`config.mk`:
```
export PLATFORM = sky130hd
export DESIGN_NAME = cache_ram_bridge
export DESIGN_NICKNAME = d
export VERILOG_FILES = /design/src/rtl/cache_ram_bridge.sv
export SDC_FILE = /design/constraint.sdc
export NUM_CORES = 1
export LEC_CHECK = 0
export CORE_UTILIZATION = 45
export CTS_BUF_LIST = sky130_fd_sc_hd__clkbuf_16
export DETAILED_ROUTE_END_ITERATION = 12
export PLACE_DENSITY_LB_ADDON = 0.25
export SLEW_MARGIN = 20
export SYNTH_ARGS = -nofsm -noshare
export SYNTH_HDL_FRONTEND = slang
export SYNTH_SLANG_ARGS = --single-unit
```
`constraint.sdc`:
```
create_clock -name clk -period 2.5 [get_ports clk]
set_input_delay 0.375 -clock clk [delete_from_list [all_inputs] [get_ports clk]]
set_output_delay 0.375 -clock clk [all_outputs]
set_load 0.05 [all_outputs]
```
`src/rtl/cache_ram_bridge.sv`:
```
// Cache line port to RAM FIFO bridge: one command per line, line serialised/deserialised in BUS_WIDTH beats.
// Optional stall timeout enabled by defining CACHE_RAM_BRIDGE_TIMEOUT_EN.
module cache_ram_bridge #(
    parameter int unsigned ADDR_SIZE      = 13,
    parameter int unsigned LINE_WIDTH     = 64,
    parameter int unsigned BUS_WIDTH      = 16,
    parameter int unsigned TIMEOUT_CYCLES = 1024
) (
    input  logic                  clk,
    input  logic                  not_reset,
    input  logic                  i_cache_avalid,
    input  logic                  i_cache_rnw,
    input  logic [ADDR_SIZE-1:0]  i_cache_addr,
    input  logic [LINE_WIDTH-1:0] i_cache_wdata,
    output logic [LINE_WIDTH-1:0] o_cache_rdata,
    output logic                  o_cache_ack,
    output logic                  o_cache_err,
    output logic                  o_busy,
    output logic                  o_cmd_valid,
    input  logic                  i_cmd_ready,
    output logic [ADDR_SIZE-1:0]  o_cmd_addr,
    output logic                  o_cmd_rnw,
    output logic                  o_wdata_valid,
    input  logic                  i_wdata_ready,
    output logic [BUS_WIDTH-1:0]  o_wdata,
    input  logic                  i_rdata_valid,
    output logic                  o_rdata_ready,
    input  logic [BUS_WIDTH-1:0]  i_rdata
);

    localparam int unsigned BEATS = LINE_WIDTH / BUS_WIDTH;
    localparam int unsigned CNT_W = (BEATS > 2) ? $clog2(BEATS) : 1;
    localparam logic [CNT_W-1:0] LAST_BEAT = CNT_W'(BEATS - 1);

    localparam logic [2:0] S_IDLE     = 3'd0;
    localparam logic [2:0] S_CMD      = 3'd1;
    localparam logic [2:0] S_WR_BEATS = 3'd2;
    localparam logic [2:0] S_RD_BEATS = 3'd3;
    localparam logic [2:0] S_ACK      = 3'd4;

    // Elaboration-time guard on the line/bus geometry and timeout limit
    if ((BUS_WIDTH == 0) || ((LINE_WIDTH % BUS_WIDTH) != 0) || (BEATS < 2) || (TIMEOUT_CYCLES == 0))
    begin : g_bad_params
        $error("cache_ram_bridge: invalid LINE_WIDTH/BUS_WIDTH/TIMEOUT_CYCLES");
    end

    logic [2:0]            r_state;
    logic [CNT_W-1:0]      r_cnt;
    logic [LINE_WIDTH-1:0] r_shift;
    logic                  r_cmd_valid;
    logic [ADDR_SIZE-1:0]  r_cmd_addr;
    logic                  r_cmd_rnw;
    logic                  r_wdata_valid;
    logic [BUS_WIDTH-1:0]  r_wdata;
    logic                  r_rdata_ready;
    logic [LINE_WIDTH-1:0] r_cache_rdata;
    logic                  r_cache_ack;
    logic                  r_cache_err;
    logic                  r_busy;

    logic [2:0]            w_state_next;
    logic [CNT_W-1:0]      w_cnt_next;
    logic [LINE_WIDTH-1:0] w_shift_next;
    logic                  w_cmd_valid_next;
    logic [ADDR_SIZE-1:0]  w_cmd_addr_next;
    logic                  w_cmd_rnw_next;
    logic                  w_wdata_valid_next;
    logic [BUS_WIDTH-1:0]  w_wdata_next;
    logic                  w_rdata_ready_next;
    logic [LINE_WIDTH-1:0] w_cache_rdata_next;
    logic                  w_cache_ack_next;
    logic                  w_cache_err_next;
    logic                  w_busy_next;

    logic                  w_cmd_xfer;
    logic                  w_wr_xfer;
    logic                  w_rd_xfer;
    logic                  w_last_beat;
    logic [LINE_WIDTH-1:0] w_shift_sr;
    logic [LINE_WIDTH-1:0] w_shift_in;
    logic                  w_timeout;

    assign w_cmd_xfer  = r_cmd_valid & i_cmd_ready;
    assign w_wr_xfer   = r_wdata_valid & i_wdata_ready;
    assign w_rd_xfer   = r_rdata_ready & i_rdata_valid;
    assign w_last_beat = (r_cnt == LAST_BEAT);
    assign w_shift_sr  = r_shift >> BUS_WIDTH;
    // Read beats enter at the top so beat 0 settles in the LSB slice
    assign w_shift_in  = {i_rdata, r_shift[LINE_WIDTH-1:BUS_WIDTH]};

`ifdef CACHE_RAM_BRIDGE_TIMEOUT_EN
    localparam int unsigned STALL_W = $clog2(TIMEOUT_CYCLES + 1);

    logic [STALL_W-1:0] r_stall;
    logic [STALL_W-1:0] w_stall_next;
    logic               w_stalled;

    // A cycle is stalled when the handshake awaited in the current state does not happen
    assign w_stalled = ((r_state == S_CMD)      && !w_cmd_xfer) ||
                       ((r_state == S_WR_BEATS) && !w_wr_xfer)  ||
                       ((r_state == S_RD_BEATS) && !w_rd_xfer);
    assign w_timeout = w_stalled && (r_stall == STALL_W'(TIMEOUT_CYCLES - 1));

    always_comb begin
        w_stall_next = '0;
        if (w_stalled && !w_timeout) begin
            w_stall_next = r_stall + STALL_W'(1);
        end
    end

    always_ff @(posedge clk or negedge not_reset) begin
        if (!not_reset) begin
            r_stall <= '0;
        end else begin
            r_stall <= w_stall_next;
        end
    end
`else
    assign w_timeout = 1'b0;
`endif

    // Next-state and next-output logic
    always_comb begin
        w_state_next       = r_state;
        w_cnt_next         = r_cnt;
        w_shift_next       = r_shift;
        w_cmd_valid_next   = r_cmd_valid;
        w_cmd_addr_next    = r_cmd_addr;
        w_cmd_rnw_next     = r_cmd_rnw;
        w_wdata_valid_next = r_wdata_valid;
        w_wdata_next       = r_wdata;
        w_rdata_ready_next = r_rdata_ready;
        w_cache_rdata_next = r_cache_rdata;
        w_cache_ack_next   = 1'b0;
        w_cache_err_next   = 1'b0;

        case (r_state)
            S_IDLE: begin
                if (i_cache_avalid) begin
                    w_state_next     = S_CMD;
                    w_cmd_valid_next = 1'b1;
                    w_cmd_addr_next  = i_cache_addr;
                    w_cmd_rnw_next   = i_cache_rnw;
                    w_cnt_next       = '0;
                    if (!i_cache_rnw) begin
                        w_shift_next = i_cache_wdata;
                    end
                end
            end
            S_CMD: begin
                if (w_cmd_xfer) begin
                    w_cmd_valid_next = 1'b0;
                    w_cnt_next       = '0;
                    if (r_cmd_rnw) begin
                        w_state_next       = S_RD_BEATS;
                        w_rdata_ready_next = 1'b1;
                    end else begin
                        w_state_next       = S_WR_BEATS;
                        w_wdata_valid_next = 1'b1;
                        w_wdata_next       = r_shift[BUS_WIDTH-1:0];
                    end
                end
            end
            S_WR_BEATS: begin
                if (w_wr_xfer) begin
                    w_shift_next = w_shift_sr;
                    w_wdata_next = w_shift_sr[BUS_WIDTH-1:0];
                    w_cnt_next   = r_cnt + CNT_W'(1);
                    if (w_last_beat) begin
                        w_wdata_valid_next = 1'b0;
                        w_state_next       = S_ACK;
                        w_cache_ack_next   = 1'b1;
                    end
                end
            end
            S_RD_BEATS: begin
                if (w_rd_xfer) begin
                    w_shift_next = w_shift_in;
                    w_cnt_next   = r_cnt + CNT_W'(1);
                    if (w_last_beat) begin
                        w_rdata_ready_next = 1'b0;
                        w_state_next       = S_ACK;
                        w_cache_ack_next   = 1'b1;
                        w_cache_rdata_next = w_shift_in;
                    end
                end
            end
            S_ACK: begin
                w_state_next = S_IDLE;
                w_cnt_next   = '0;
            end
            default: begin
                w_state_next = S_IDLE;
                w_cnt_next   = '0;
            end
        endcase

        // Abort: drop every handshake and complete with an error, leaving cache_rdata untouched
        if (w_timeout) begin
            w_state_next       = S_ACK;
            w_cnt_next         = '0;
            w_cmd_valid_next   = 1'b0;
            w_wdata_valid_next = 1'b0;
            w_rdata_ready_next = 1'b0;
            w_cache_rdata_next = r_cache_rdata;
            w_cache_ack_next   = 1'b1;
            w_cache_err_next   = 1'b1;
        end

        w_busy_next = (w_state_next != S_IDLE);
    end

    // State and output registers
    always_ff @(posedge clk or negedge not_reset) begin
        if (!not_reset) begin
            r_state       <= S_IDLE;
            r_cnt         <= '0;
            r_shift       <= '0;
            r_cmd_valid   <= 1'b0;
            r_cmd_addr    <= '0;
            r_cmd_rnw     <= 1'b0;
            r_wdata_valid <= 1'b0;
            r_wdata       <= '0;
            r_rdata_ready <= 1'b0;
            r_cache_rdata <= '0;
            r_cache_ack   <= 1'b0;
            r_cache_err   <= 1'b0;
            r_busy        <= 1'b0;
        end else begin
            r_state       <= w_state_next;
            r_cnt         <= w_cnt_next;
            r_shift       <= w_shift_next;
            r_cmd_valid   <= w_cmd_valid_next;
            r_cmd_addr    <= w_cmd_addr_next;
            r_cmd_rnw     <= w_cmd_rnw_next;
            r_wdata_valid <= w_wdata_valid_next;
            r_wdata       <= w_wdata_next;
            r_rdata_ready <= w_rdata_ready_next;
            r_cache_rdata <= w_cache_rdata_next;
            r_cache_ack   <= w_cache_ack_next;
            r_cache_err   <= w_cache_err_next;
            r_busy        <= w_busy_next;
        end
    end

    assign o_cache_rdata = r_cache_rdata;
    assign o_cache_ack   = r_cache_ack;
    assign o_cache_err   = r_cache_err;
    assign o_busy        = r_busy;
    assign o_cmd_valid   = r_cmd_valid;
    assign o_cmd_addr    = r_cmd_addr;
    assign o_cmd_rnw     = r_cmd_rnw;
    assign o_wdata_valid = r_wdata_valid;
    assign o_wdata       = r_wdata;
    assign o_rdata_ready = r_rdata_ready;

endmodule

```
==> flow_metrics.env <==
export IMPL_crit_path_end_kind="output port"
export IMPL_power_density_cell_area_nw_per_um2=1514
export IMPL_synth_area_um2=7659
export IMPL_clock_tree_from_tritoncts="yes"
export IMPL_timing_critical_path_slowest_stage_cell="clkdlybuf4s50_1"
export IMPL_synth_cells=615
export IMPL_final_min_period_over_clock_period_pct=84.25
export IMPL_hold_violations=0
export IMPL_rr_startpoint="r_state[1]$_DFF_PN0_"
export IMPL_ff2ff_path_depth=5
export IMPL_number_of_flops_mapped_to_enable_cells_by_yosys=0
export IMPL_synth_top_area_share_pct=54.89
export IMPL_timing_rr_end="r_shift[18]$_DFFE_PN0P_"
export IMPL_yosys_area_top_type="dfrtp_1"
export IMPL_power_ir_vdd_worst_mv=0.8953
export IMPL_run_status="complete, no violations"
export IMPL_synth_ff_latch_count=168
export IMPL_floorplan_die_height_um=132.5
export IMPL_antenna_found_initial=0
export IMPL_grt_first_pass_wirelength_um=30440
export IMPL_fin_tns_setup_ns=0
export IMPL_drt_pass1_iter_count=4
export IMPL_report_power_total_uw=15760
export IMPL_timing_clock_skew_ns=0.005585
export IMPL_post_route_cells_drive_above_1_share_pct=27.69
export IMPL_die_area_um2=17540
export IMPL_grt_remaining_overflow=0
export IMPL_ys_top_cells_by_area="dfrtp_1, mux2_2, mux2_4"
export IMPL_start_util_pct=46.18
export IMPL_final_critical_delay_including_setup_and_external_delays_ns=2.106
export IMPL_cts_buffers_inserted=17
export IMPL_placementRows=47
export IMPL_number_of_violations_reported_at_the_end_of_detailed_routing_iteration_0=263
export IMPL_clk_root_buffer_cell="clkbuf_16"
export IMPL_io_pins=200
export IMPL_synth_main_ff_cell="dfrtp_1"
export IMPL_wire_per_inst_um=17.98
export IMPL_finalWeightedCongestion=0.8265
export IMPL_synth_top_cells_by_count="nand2_1, dfrtp_1, mux2_2"
export IMPL_final_net_count=915
export IMPL_syn_mean_instance_area_um2=12.45
export IMPL_leakagePower_uw=0.005013
export IMPL_port_buffers=198
export IMPL_groute_usage_overall_pct=22.50
export IMPL_max_slew_margin_rel_pct=51.52
export IMPL_clock_tree_htree_level_count=4
export IMPL_yosysSeqAreaShare_pct=54.89
export IMPL_classification_of_the_worst_slack_hold_path="in2async"
export IMPL_ctsLongestPathBuffers=2
export IMPL_dp_hpwl_um=13160
export IMPL_area_growth_synth_to_final_pct=35.91
export IMPL_list_of_cells_traversed_by_the_critical_path="clkdlybuf4s50_1"
export IMPL_max_freq_mhz=474.8
export IMPL_count_leader_synth="nand2_1"
export IMPL_tightestPinTransition_ns=0.7273
export IMPL_arrival_ns=1.73
export IMPL_drt_total_wl_um=18830
export IMPL_drv_slew=0
export IMPL_coreArea_um2=16580
export IMPL_worstPathRequired_ns=2.12
export IMPL_critPathLaunchType="flip-flop"
export IMPL_async_reset_ff_share_pct=100.0
export IMPL_die_width_um=132.5
export IMPL_worst_r2r_setup_slack_ns=0.54
export IMPL_critical_path_n_buffers_inverters=1
export IMPL_clkTransAtPathRegs_ns=0.06
export IMPL_critical_path_max_stage_delay_ns=0.85
export IMPL_setup_viol_count_final=0
export IMPL_num_vias=5285
export IMPL_cts_resized=0
export IMPL_critical_path_max_fanout=7
export IMPL_path_class="reg2out"
export IMPL_cts_setup_buffers=0
export IMPL_postRouteAntennaNets=0
export IMPL_timing_max_cap_violations=0
export IMPL_clock_insertion_delay_worst_skew_ns=0.42
export IMPL_synth_fp_nets=716
export IMPL_largest_net_degree_at_the_start_of_global_routing=66
export IMPL_route_detailed_drc=0
export IMPL_yosysWarningCount=0
export IMPL_clock_sink_total=168
export IMPL_crit_family="buffers and inverters"
export IMPL_via_per_inst=5.048
export IMPL_via_count_of_the_first_global_routing_pass=5800
export IMPL_antenna_cells_inserted=0
export IMPL_rsz0062_at_grt="no"
export IMPL_synthDistinctLibCells=33
## stage by stage
stage	setup slack [ns]	area, µm²	std cells	hold slack (ns)	utilization (%)
3_5_place_dp	0.2395	9884	1014	0.3905	59.60
2_1_floorplan	0.5193	7659	615	0.07941	-
6_report	0.3938	10410	1047	0.4846	62.77
3_3_place_gp	0.2971	9884	1014	0.3831	59.60
5_1_grt	0.3324	10410	1047	0.5249	62.77
4_1_cts	0.3775	10410	1047	0.5030	62.77
## power by group
| group | internal, µW | switching (µW) | leakage (µW) |
|---|---|---|---|
| sequential | 3960 | 912 | 0.00215 |
| clock | 1250 | 1070 | 0.000256 |
| combinational | 3880 | 4690 | 0.00261 |
## kinds of logic (layout without fill, tap and decap cells)
group                    count (synthesis)  count (layout)  synth area share [%]
flip-flops                             168             168                 54.89
other                                    1               1               0.04896
buffers and inverters                   37             249                 2.892
AO/OA/AOI/OAI                           12              12                 1.536
multiplexers                           175             175                 28.67
adder cells (fa/ha/maj)                  1               1                0.1633
AND/OR/NAND/NOR                        221             221                 11.80
## layout by cell type (no fill, tap or decap), types with 2 or more instances in the layout
master / n
clkdlybuf4s50_1: 197
nand2_1: 183
dfrtp_1: 168
mux2_2: 115
mux2_4: 60
nand3_1: 21
clkbuf_16: 17
buf_4: 12
nor2_1: 5
clkinv_2: 5
inv_1: 4
buf_12: 4
a21o_1: 3
clkinvlp_4: 3
a41o_1: 2
o21ai_0: 2
clkinv_1: 2
inv_6: 2
## how the worst max path moves through the flow
stage / slack (ns) / to / start / cells past startpoint
2_1_floorplan: 0.52 / r_shift[0]$_DFFE_PN0P_ / o_wdata_valid$_DFFE_PN0P_ / 5
6_report: 0.39 / o_wdata_valid / o_wdata_valid$_DFFE_PN0P_ / 1
5_1_grt: 0.33 / o_wdata_valid / o_wdata_valid$_DFFE_PN0P_ / 1
3_5_place_dp: 0.24 / r_shift[27]$_DFFE_PN0P_ / i_wdata_ready / 6
4_1_cts: 0.38 / o_wdata_valid / o_wdata_valid$_DFFE_PN0P_ / 1
3_3_place_gp: 0.30 / r_shift[27]$_DFFE_PN0P_ / i_wdata_ready / 6
## worst reg2reg max path: stages (launching register included)
cell	delay, ns
dfrtp_1	0.55
and2b_2	0.21
buf_4	0.59
nand2_1	0.27
nand2_1	0.13
mux2_4	0.15
## final cells by class
| class | instances | area (µm²) |
|---|---|---|
| Fill cell | 1301 | 6175 |
| Sequential cell | 168 | 4204 |
| Multi-Input combinational cell | 410 | 3244 |
| Timing Repair Buffer | 215 | 2163 |
| Clock buffer | 17 | 425.4 |
| Tap cell | 220 | 275.3 |
| Clock inverter | 15 | 88.84 |
| Inverter | 2 | 7.507 |
## timing repair
| item | CTS | global route |
|---|---|---|
| setup endpoints to repair | 0 | 0 |
| hold buffers | 1 | 0 |
| endpoints found under the hold margin | 54 | 0 |
## state kept, by name, summed over array words and instances, names as in the netlist
register	flops
r_cnt	2
o_cache_rdata	64
o_busy	1
o_cache_ack	1
o_wdata	16
o_cmd_addr	13
r_state	3
o_cmd_rnw	1
o_cmd_valid	1
o_rdata_ready	1
r_shift	64
o_wdata_valid	1
## layer usage
| metal | part of all wire (%) | up-vias | wire [µm] | track usage, % |
|---|---|---|---|---|
| met3 | 5.6 | 28 | 1047 | 5.862 |
| met2 | 49 | 157 | 9187 | 36.84 |
| li1 | - | 2474 | - | - |
| met4 | 2.0 | 0 | 380 | 8.685 |
| met5 | 0 | - | 0 | 0 |
| met1 | 44 | 2626 | 8211 | 28.63 |
Note: power is estimated with default switching activity, not from simulation.
